## config.mk

```make
export PLATFORM = sky130hd
export DESIGN_NAME = wb_burst_master
export DESIGN_NICKNAME = d
export VERILOG_FILES = /design/src/rtl/wb_burst_master.sv
export SDC_FILE = /design/constraint.sdc
export NUM_CORES = 1
export LEC_CHECK = 0
export ABC_AREA = 0
export CAP_MARGIN = 5
export CORE_AREA = 2 2 104 106
export CTS_CLUSTER_SIZE = 12
export DETAILED_ROUTE_END_ITERATION = 10
export DIE_AREA = 0 0 106 108
export GPL_ROUTABILITY_DRIVEN = 0
export GPL_TIMING_DRIVEN = 0
export PLACE_DENSITY_LB_ADDON = 0.2
export SYNTH_ARGS = -nofsm -noshare
export SYNTH_HDL_FRONTEND = slang
export SYNTH_SLANG_ARGS = --single-unit
```

## constraint.sdc

```tcl
create_clock -name wb_clk_i -period 2.6 [get_ports wb_clk_i]
set_input_delay 0.39 -clock wb_clk_i [delete_from_list [all_inputs] [get_ports wb_clk_i]]
set_output_delay 0.39 -clock wb_clk_i [all_outputs]
set_load 0.02 [all_outputs]
```

## src/rtl/wb_burst_master.sv

```systemverilog
// Wishbone B3 incrementing-burst master: one command = one burst of cmd_len beats,
// with a streaming write-data input, a read-data output and an ack timeout.
module wb_burst_master #(
  parameter int dw   = 32,
  parameter int aw   = 26,
  parameter int bl   = 5,
  parameter int to_w = 8
) (
  input  logic            wb_clk_i,
  input  logic            wb_rst_i,
  input  logic            cmd_valid,
  output logic            cmd_ready,
  input  logic            cmd_write,
  input  logic [aw-1:0]   cmd_addr,
  input  logic [bl-1:0]   cmd_len,
  input  logic [dw-1:0]   wdata,
  input  logic            wdata_valid,
  output logic            wdata_ready,
  output logic [dw-1:0]   rdata,
  output logic            rdata_valid,
  output logic            done,
  output logic            err,
  output logic            wb_cyc_o,
  output logic            wb_stb_o,
  output logic            wb_we_o,
  output logic [aw-1:0]   wb_addr_o,
  output logic [dw-1:0]   wb_dat_o,
  output logic [dw/8-1:0] wb_sel_o,
  output logic [2:0]      wb_cti_o,
  input  logic [dw-1:0]   wb_dat_i,
  input  logic            wb_ack_i
);

  typedef enum logic [1:0] {S_IDLE, S_WR, S_RD, S_DONE} state_t;

  localparam int unsigned to_last = (1 << to_w) - 2;

  state_t          state, state_n;
  logic [aw-1:0]   addr_q;
  logic [bl-1:0]   rem_q;
  logic [to_w-1:0] to_cnt;
  logic            err_q;
  logic            accept, ack_ok, last_beat, counting, to_hit;

  always_comb begin
    cmd_ready   = (state == S_IDLE) && !wb_rst_i;
    accept      = cmd_valid && cmd_ready;
    wb_cyc_o    = (state == S_WR) || (state == S_RD);
    wb_we_o     = (state == S_WR);
    wb_stb_o    = ((state == S_WR) && wdata_valid) || (state == S_RD);
    wb_addr_o   = addr_q;
    wb_dat_o    = wdata;
    wb_sel_o    = '1;
    ack_ok      = wb_ack_i && wb_stb_o;
    last_beat   = (rem_q == bl'(1));
    wdata_ready = (state == S_WR) && ack_ok;
    // Master wait states in WR freeze the timeout; a same-cycle ack beats the timeout.
    counting    = (state == S_RD) || ((state == S_WR) && wdata_valid);
    to_hit      = counting && !ack_ok && (to_cnt == to_w'(to_last));
    wb_cti_o    = wb_cyc_o ? (last_beat ? 3'b111 : 3'b010) : 3'b000;
    done        = (state == S_DONE);
    err         = (state == S_DONE) && err_q;
  end

  always_comb begin
    state_n = state;
    case (state)
      S_IDLE: begin
        if (accept) begin
          if (cmd_len == '0) state_n = S_DONE;
          else               state_n = cmd_write ? S_WR : S_RD;
        end
      end
      S_WR, S_RD: begin
        if ((ack_ok && last_beat) || to_hit) state_n = S_DONE;
      end
      S_DONE:  state_n = S_IDLE;
      default: state_n = S_IDLE;
    endcase
  end

  always_ff @(posedge wb_clk_i) begin
    if (wb_rst_i) begin
      state       <= S_IDLE;
      addr_q      <= '0;
      rem_q       <= '0;
      to_cnt      <= '0;
      err_q       <= 1'b0;
      rdata       <= '0;
      rdata_valid <= 1'b0;
    end else begin
      state       <= state_n;
      rdata_valid <= 1'b0;
      case (state)
        S_IDLE: begin
          if (accept) begin
            addr_q <= cmd_addr;
            rem_q  <= cmd_len;
            to_cnt <= '0;
            err_q  <= 1'b0;
          end
        end
        S_WR, S_RD: begin
          if (ack_ok) begin
            addr_q <= addr_q + aw'(dw / 8);
            rem_q  <= rem_q - bl'(1);
            to_cnt <= '0;
            if (state == S_RD) begin
              rdata       <= wb_dat_i;
              rdata_valid <= 1'b1;
            end
          end else if (counting) begin
            to_cnt <= to_cnt + to_w'(1);
            if (to_hit) err_q <= 1'b1;
          end
        end
        default: ;
      endcase
    end
  end

endmodule

```

* Word level (Yosys, flattened, before mapping)
Cells that the tools add are included.
** Operators by class
- $add $sub $neg :: 3
- Equal/unequal tests :: 12
- Mux-type cells :: 23
- Bitwise logic cells :: 2
- Reduce and logical (&&, ||, !) cells :: 24
** Operators by type and width (count)
- 26-bit two-way mux :: 2
- 26-bit one-hot mux with 2 select lines :: 1
- 26-bit by 3-bit adder with 26-bit output, second input constant :: 1
- 8-bit two-way mux :: 3
- 8-bit one-hot mux with 2 select lines :: 1
- 2-bit inequality test, second input constant :: 6
- 5-bit two-way mux :: 2
- 5-bit one-hot mux with 2 select lines :: 1
- 1-bit logical AND :: 9
- 3-bit AND reduction :: 3
- 8-bit by 1-bit adder with 8-bit output, second input constant :: 1
- 8-bit == test, second input constant :: 1
- 2-bit two-way mux :: 4
- 3-bit two-way mux :: 2
- 2-bit one-hot mux with 3 select lines :: 1
- 5-bit by 1-bit == test with 1-bit output, second input constant :: 1
- 5-bit zero test :: 1
- 1-bit two-way mux :: 5
- 5-bit AND reduction :: 1
- 5-bit by 1-bit subtractor with 5-bit output, second input constant :: 1
- 2-bit == test, second input constant :: 2
- 1-bit logical OR :: 3
- 3-bit inequality test, second input constant :: 1
- 3-bit OR reduction :: 1
- other kinds (8) :: 10
** Word-level totals
- Flip-flop bits (word level) :: 75
- Input port bits :: 101
- Output and inout port bits :: 105
- Logic and storage cells :: 71

* Depth between registers and ports, before layout
Gate-level depths: netlist (run 1).
- Depth after elaboration :: 11
- Mapped depth :: 9
- Depth with buffers taken out :: 7

* Worst setup path before layout (run 1)
OpenSTA, ideal clock, no wires.
- Path type :: reg-to-output
- Start :: register state[0]
- End :: output wb_cti_o[2]
- Data arrival time :: 1.906 ns
- Data required time :: 2.210 ns
- Path slack :: 0.304 ns
- Stages on the path, launching flop included :: 7
- Buffers on the path :: 3
- Path through :: dfxtp_1 -> inv_1 -> ha_1 -> clkbuf_1 -> clkbuf_1 -> and2_1 -> buf_4
** On the way
- Longest elaborated chain between the ends :: 3
- Elaborated cells between the ends (all ways) :: 4
- Classes of those cells :: 2 x eq/ne; 1 x mux; 1 x reduce/logical
** Ends and longest elaborated chain
- start, declared :: RTL line 38 : state_t state, state_n;
- start signal, assigned :: RTL line 92 : state <= state_n;
- 2-bit by 1-bit == test with 1-bit output / 2-bit == test (equally long branches) :: RTL line 48 : wb_cyc_o = (state == S_WR) || (state == S_RD);
- 1-bit logical OR (*) :: RTL line 48
- via wb_cyc_o :: RTL line 23 : output logic wb_cyc_o,
- 3-bit two-way mux (*) :: RTL line 60 : wb_cti_o = wb_cyc_o ? (last_beat ? 3'b111 : 3'b010) : 3'b000;
- end, declared :: RTL line 29 : output logic [2:0] wb_cti_o,
The timed path passes the listed nets; every way through them passes the cells marked *.

* Final worst setup path (run 1)
- Start :: register state[0]
- End :: output wdata_ready
** On the way
- Longest elaborated chain between the ends :: 5
- Elaborated cells between the ends (all ways) :: 6
- Classes of those cells :: 2 x eq/ne; 4 x reduce/logical
** Ends and longest elaborated chain
- 2-bit by 1-bit == test with 1-bit output :: RTL line 50, 56
- 1-bit logical AND :: RTL line 50 : wb_stb_o = ((state == S_WR) && wdata_valid) || (state == S_RD);
- 1-bit logical OR :: RTL line 50
- 1-bit logical AND :: RTL line 54 : ack_ok = wb_ack_i && wb_stb_o;
- 1-bit logical AND (*) :: RTL line 56 : wdata_ready = (state == S_WR) && ack_ok;
- end, declared :: RTL line 18 : output logic wdata_ready,
Every way passes the cells marked *; elsewhere a longest branch is shown, timed or not.

==> impl_results.rst, run 1 <==
.. list-table::
   :header-rows: 1

   * - Metric
     - Value
   * - Outcome
     - completed
   * - Vias in the first global route
     - 4,179
   * - Data required time of the worst path
     - 2.21 ns
   * - Met1 usage in global routing
     - 0.280
   * - Number of buffers added by the clock tree synthesis step
     - 9
   * - Maximum number of buffers from clock root to sink
     - 2
   * - Overall routing resource usage
     - 0.220
   * - Length of the first detailed-routing pass in iterations
     - 5
   * - Die span in y
     - 108 um
   * - Antenna violations before repair
     - 0
   * - Initial cell density of the core
     - 0.392
   * - Global-route layer with the greatest usage
     - met2
   * - Asr flop ratio synth
     - 0
   * - Horizontal extent of the die
     - 106 um
   * - Row Count
     - 37
   * - Synth Cell Area
     - 4020 um^2
   * - Sequential element share of the synthesized area
     - 0.374
   * - Reported leakage power
     - 2.21 nW
   * - Clock tree from TritonCTS
     - built
   * - Layout Nets
     - 811
   * - Critical Path Source Type
     - flip-flop
   * - Worst ir drop on vdd
     - 0.000441 V
   * - Max FO, Critical Path
     - 4
   * - Normalized max-slew margin
     - 0.446
   * - Antenna diode count
     - 0
   * - Boundary Pins
     - 206
   * - Post-synthesis to final-layout area growth
     - 53.2%
   * - Classification of the worst setup path
     - flip-flop to output pin
   * - RSZ-0062 raised after global routing
     - no
   * - Quantity of hold-fixing buffers added after cts
     - 0
   * - Worst-margin pin slew
     - 0.824 ns
   * - Mean Syn Cell Area
     - 7.72 um^2
   * - Post-route fraction of the period consumed by the critical path
     - 0.943
   * - Number of warnings issued by yosys
     - 0
   * - Count of maximum capacitance violations
     - 0
   * - Post-synthesis register bit count
     - 75
   * - Worst-path clk slew
     - 0.09 ns
   * - Data arrival time of the critical path
     - 2.06 ns
   * - Share of layout cells above drive strength 1
     - 0.105
   * - Latest clock arrival within the worst-skew pair
     - 0.35 ns
   * - Dominant register cell in the synthesized netlist
     - dfxtp_1
   * - Die area
     - 11,400 um^2
   * - Tightest hold margin
     - 0.455 ns
   * - Final core utilization
     - 0.601
   * - Final-report max-slew violation count
     - 0
   * - Fin crit period
     - 2.45 ns
   * - Number of distinct library cell variants in the gate-level netlist after synthesis
     - 61
   * - DRT antenna net count
     - 0
   * - Total wire length after detailed routing
     - 12.9 mm
   * - Count of input and output buffers
     - 169
   * - Min setup slack post-route
     - 0.148 ns
   * - Count of endpoints failing hold in the final timing report
     - 0
   * - Average vias per placed instance
     - 5.22
   * - Pin count of the biggest net entering global routing
     - 20
   * - Total global routing overflow
     - 0
   * - Commonest cells after routing, fill and taps aside
     - clkdlybuf4s50_1 (167), nand2_1 (92), dfxtp_1 (74), a21oi_1 (57), buf_4 (41)
   * - Worst clock skew on the final layout
     - 0.0120 ns
   * - DRC viols
     - 0
   * - Number of DRC violations after detailed-routing iteration 0
     - 252
   * - Total via count after detailed routing
     - 4,386
   * - Synthesized instance count
     - 520
   * - Internal reg-to-reg setup slack
     - 0.18 ns
   * - Number of synthesized flops with an enable pin
     - 0
   * - CP Capture Type
     - output pin
   * - Total power density per cell area
     - 750 nW/um^2
   * - Number of sinks driven by the clock tree
     - 75
   * - Overall power consumption
     - 0.00461 W
   * - Avg WL per Cell
     - 15.3 um
   * - Detailed Place HPWL
     - 9.84 mm
   * - Highest clock frequency the design can meet
     - 408 MHz
   * - First-pass GRT wire length
     - 20.2 mm
   * - CTS root buf
     - clkbuf_8
   * - Summed negative setup slack over all endpoints
     - 0 ns
   * - Global routing met2 resource utilization
     - 0.372
   * - Global Route met3 Usage
     - 0.0464
   * - Path category of the worst min-delay check
     - flip-flop to flip-flop
   * - Setup slack at placement
     - -0.499 ns
   * - Floorplan Core Area
     - 10,200 um^2
   * - Setup violators final
     - 0
   * - Most common cell after layout, fill and taps aside
     - clkdlybuf4s50_1
   * - H-tree depth reported by CTS
     - 3
[cells by family (layout without fill, tap and decap cells)]
group,count (synthesis),in the layout,share of synthesized area
flops,75,75,0.374
mux,3,3,0.00779
other cells,1,4,0.000934
simple gates,204,204,0.248
xor+xnor,6,6,0.0131
buf+inv,85,267,0.118
compound gates,136,136,0.207
fa+ha+maj,10,10,0.0312
[area by class of cell]
cell class / count / area [um^2]
Buffer: 66 / 409
Clock buffer: 10 / 138
Clock inverter: 6 / 113
Fill cell: 940 / 4080
Inverter: 15 / 56.3
Multi-Input combinational cell: 363 / 2070
Sequential cell: 75 / 1500
Tap cell: 136 / 170
Timing Repair Buffer: 170 / 1700
[per-stage QoR]
step / cells / area [um^2]
floorplan: 523 / 4030
global placement: 828 / 5890
detailed placement: 828 / 5890
CTS: 842 / 6150
global route: 841 / 6150
finish: 841 / 6150
[flip-flops by register name, summed over array words and instances, names as in the netlist]
signal,count
rem_q,5
state,2
rdata,32
to_cnt,8
err_q,1
rdata_valid,1
wb_addr_o,26
[repair_timing]
action	CTS	global route
gates resized for setup	13	3
gates cloned	0	0
endpoints found under the setup margin	11	9
buffers inserted	0	1
[report_power, final]
part / switching [W] / leakage (nW) / internal [W]
registers: 0.000188 / 0.608 / 0.00131
logic: 0.00113 / 1.48 / 0.000862
clock network: 0.000456 / 0.126 / 0.000666
[layer usage]
| metal | part of all wire | up-vias |
|---|---|---|
| met2 | 0.49 | 178 |
| met5 | 0 | - |
| li1 | - | 2161 |
| met1 | 0.43 | 2032 |
| met3 | 0.066 | 15 |
| met4 | 0.014 | 0 |
[critical path, cell delays in order, from the launching register on]
cell and delay, ns:
dfxtp_1 0.39, inv_1 0.10, ha_1 0.29, a21oi_4 0.15, inv_1 0.06, and3_1 0.18
clkdlybuf4s50_1 0.53
[synthesized netlist by cell type (4+ instances only)]
master    number  area [um^2]
ha_1          10          125
o21ai_0       21          105
xor2_1         5         43.8
nor4_1         5         31.3
or4_1          5         37.5
nor2_1        29          109
nand2_1       92          345
nand3_1       13         65.1
a211oi_1       4         30.0
a21oi_1       58          290
dfxtp_1       75         1500
a22oi_1       15          113
buf_4         38          285
clkbuf_1      25         93.8
inv_1         14         52.6
and2_1         5         31.3
o22ai_1        5         31.3
and3_1         8         50.1
nor3_1        14         70.1
nor2b_1        4         25.0
a31oi_1        8         50.1
nand4_1       10         62.6
[path summary, 6_finish.rpt]
| check | startpoint | depth (start not counted) | end |
|---|---|---|---|
| worst min-delay path | rdata[15] | 2 | rdata[15] |
| worst max-delay path | state[0] | 6 | wdata_ready |
| worst min register to register | rdata[15] | 2 | rdata[15] |
| worst max register to register | state[0] | 7 | wb_addr_o[19] |
(Power assumes the default switching activity.)
==> inputs of run 2 (changes only) <==
--- a/config.mk
+++ b/config.mk
@@ -7,10 +7,10 @@
 export LEC_CHECK = 0
 export ABC_AREA = 0
 export CAP_MARGIN = 5
-export CORE_AREA = 2 2 104 106
+export CORE_AREA = 2 2 74 147
 export CTS_CLUSTER_SIZE = 12
 export DETAILED_ROUTE_END_ITERATION = 10
-export DIE_AREA = 0 0 106 108
+export DIE_AREA = 0 0 76 149
 export GPL_ROUTABILITY_DRIVEN = 0
 export GPL_TIMING_DRIVEN = 0
 export PLACE_DENSITY_LB_ADDON = 0.2
==> impl_results.rst, run 2 (synthesis gave the netlist of run 1 again) <==
.. list-table::
   :header-rows: 1

   * - Metric
     - Value
   * - Most common cell after layout, fill and taps aside
     - clkdlybuf4s50_1
   * - Initial cell density of the core
     - 0.391
   * - Count of maximum capacitance violations
     - 0
   * - Number of sinks driven by the clock tree
     - 75
   * - Path category of the worst min-delay check
     - flip-flop to flip-flop
   * - Data required time of the worst path
     - 2.21 ns
   * - Antenna diode count
     - 0
   * - Layout Nets
     - 814
   * - Commonest cells after routing, fill and taps aside
     - clkdlybuf4s50_1 (166), nand2_1 (92), dfxtp_1 (74), a21oi_1 (57), buf_4 (40)
   * - Most flops, register
     - rdata
   * - Worst-path clk slew
     - 0.06 ns
   * - Normalized max-slew margin
     - 0.484
   * - RSZ-0062 raised after global routing
     - no
   * - Total wire length after detailed routing
     - 12.7 mm
   * - Max FO, Critical Path
     - 10
   * - Die area
     - 11,300 um^2
   * - Average vias per placed instance
     - 5.21
   * - Detailed Place HPWL
     - 9.51 mm
   * - Biggest cell delay along the critical path
     - 0.63 ns
   * - Filler-free cell count of the finished design
     - 845
   * - Summed negative setup slack over all endpoints
     - 0 ns
   * - Reported leakage power
     - 2.25 nW
   * - Boundary Pins
     - 206
   * - Total global routing overflow
     - 0
   * - CP Capture Type
     - output pin
   * - Share of layout cells above drive strength 1
     - 0.107
   * - Worst Reg2Reg Path Length in Cells
     - 7
   * - Worst clock skew on the final layout
     - 0.00520 ns
   * - Tightest hold margin
     - 0.453 ns
   * - Worst ir drop on vdd
     - 0.000433 V
   * - Fin crit period
     - 2.52 ns
   * - DRC viols
     - 0
   * - Worst-margin pin slew
     - 0.768 ns
   * - Total power density per cell area
     - 757 nW/um^2
   * - Avg WL per Cell
     - 15.1 um
   * - Number of buffers added by the clock tree synthesis step
     - 9
   * - Placed cell count
     - 829
   * - Slowest cell on crit path
     - clkdlybuf4s50_1
   * - Depth of the critical timing path with buffers and inverters included
     - 5
   * - Filler cell count
     - 960
   * - Maximum number of buffers from clock root to sink
     - 2
   * - Antenna violations before repair
     - 0
   * - Setup violators final
     - 0
   * - Length of the first detailed-routing pass in iterations
     - 5
   * - Post-route fraction of the period consumed by the critical path
     - 0.968
   * - Horizontal extent of the die
     - 76 um
   * - Final-report max-slew violation count
     - 0
   * - Post-synthesis to final-layout area growth
     - 54.6%
   * - Critical path, cell by cell
     - clkdlybuf4s50_1 -> clkbuf_4 -> clkbuf_4 -> nor2b_1 -> clkdlybuf4s50_1
   * - Postcts setup bufs
     - 0
   * - Clock tree from TritonCTS
     - built
   * - Latest clock arrival within the worst-skew pair
     - 0.34 ns
   * - Floorplan Core Area
     - 10,300 um^2
   * - Number of DRC violations after detailed-routing iteration 0
     - 328
   * - Cell family with the largest share of critical-path delay
     - buffers and inverters
   * - Highest clock frequency the design can meet
     - 397 MHz
   * - Count of endpoints failing hold in the final timing report
     - 0
   * - Outcome
     - completed
   * - Critical Path Source Type
     - primary input
   * - Vias in the first global route
     - 3,919
   * - First-pass GRT wire length
     - 19.6 mm
   * - Pin count of the biggest net entering global routing
     - 14
   * - Launching element of the worst setup path
     - wb_rst_i
   * - Count of input and output buffers
     - 169
   * - End of the worst register-to-register path
     - wb_addr_o[19]
   * - Overall routing resource usage
     - 0.216
   * - Total via count after detailed routing
     - 4,402
   * - Max reg flops
     - 32
   * - DRT antenna net count
     - 0
   * - CTS root buf
     - clkbuf_16
   * - Die span in y
     - 149 um
   * - R2r startpoint
     - state[1]
   * - H-tree depth reported by CTS
     - 3
   * - Internal reg-to-reg setup slack
     - 0.21 ns
   * - Classification of the worst setup path
     - primary input to output pin
   * - Number of buffer and inverter instances along the worst setup path
     - 4
   * - Data arrival time of the critical path
     - 2.13 ns
   * - CP Capture Point
     - cmd_ready
   * - Row Count
     - 53
## run 2: worst min-delay path by stage
stage | from | end | slack, ns | cells after the start
4_1_cts | rdata[11] | rdata[11] | 0.45 | 2
3_3_place_gp | rdata[20] | rdata[20] | 0.44 | 2
3_5_place_dp | rdata[11] | rdata[11] | 0.45 | 2
2_1_floorplan | rem_q[3] | rem_q[3] | 0.47 | 2
6_report | rdata[10] | rdata[10] | 0.45 | 2
5_1_grt | rdata[18] | rdata[18] | 0.47 | 2
## run 2: repair_timing
| item | in CTS | in global routing |
|---|---|---|
| hold buffers | 0 | 0 |
| gates resized for setup | 13 | 8 |
| setup endpoints to repair | 4 | 13 |
## run 2: power breakdown
group	total [W]	internal, W	switching [W]
combinational	0.00201	0.000868	0.00114
sequential	0.00149	0.00131	0.000183
clock	0.00120	0.000700	0.000498
## run 2: per-layer routing
| metal | routed length, um | part of all wire | up-vias | global-route usage |
|---|---|---|---|---|
| li1 | - | - | 2163 | - |
| met4 | 336 | 0.026 | 0 | 0.0900 |
| met2 | 6140 | 0.48 | 201 | 0.342 |
| met5 | 0 | 0 | - | 0 |
| met3 | 1010 | 0.079 | 22 | 0.0636 |
| met1 | 5230 | 0.41 | 2016 | 0.274 |
## run 2: final cells by class
cell class | count | area (um^2) | share of cell area
multi-input combinational | 363 | 2070 | 0.333
clock buffer | 11 | 253 | 0.0407
buffer | 70 | 433 | 0.0698
sequential | 75 | 1500 | 0.242
inverter | 15 | 56.3 | 0.00907
clock inverter | 5 | 37.5 | 0.00605
timing repair buffer | 169 | 1690 | 0.272
tap | 137 | 171 | 0.0276
## run 2: per-stage QoR
step | area, um^2 | total power (W) | utilization | setup WS (ns)
6_report | 6210 | 0.00470 | 0.604 | 0.0823
5_1_grt | 6210 | 0.00496 | 0.604 | 0.0182
4_1_cts | 6200 | 0.00470 | 0.603 | 0.00695
3_5_place_dp | 5890 | 0.00347 | 0.573 | -0.481
3_3_place_gp | 5890 | 0.00346 | 0.573 | -0.467
2_1_floorplan | 4030 | 0.00266 | - | 0.304
## run 2: worst register-to-register path, cell delays in order, from the launching register on
cell,delay (ns)
dfxtp_1,0.38
inv_1,0.10
ha_2,0.41
and2_1,0.19
or4b_2,0.59
clkbuf_1,0.20
or3_1,0.38
nand3_1,0.08
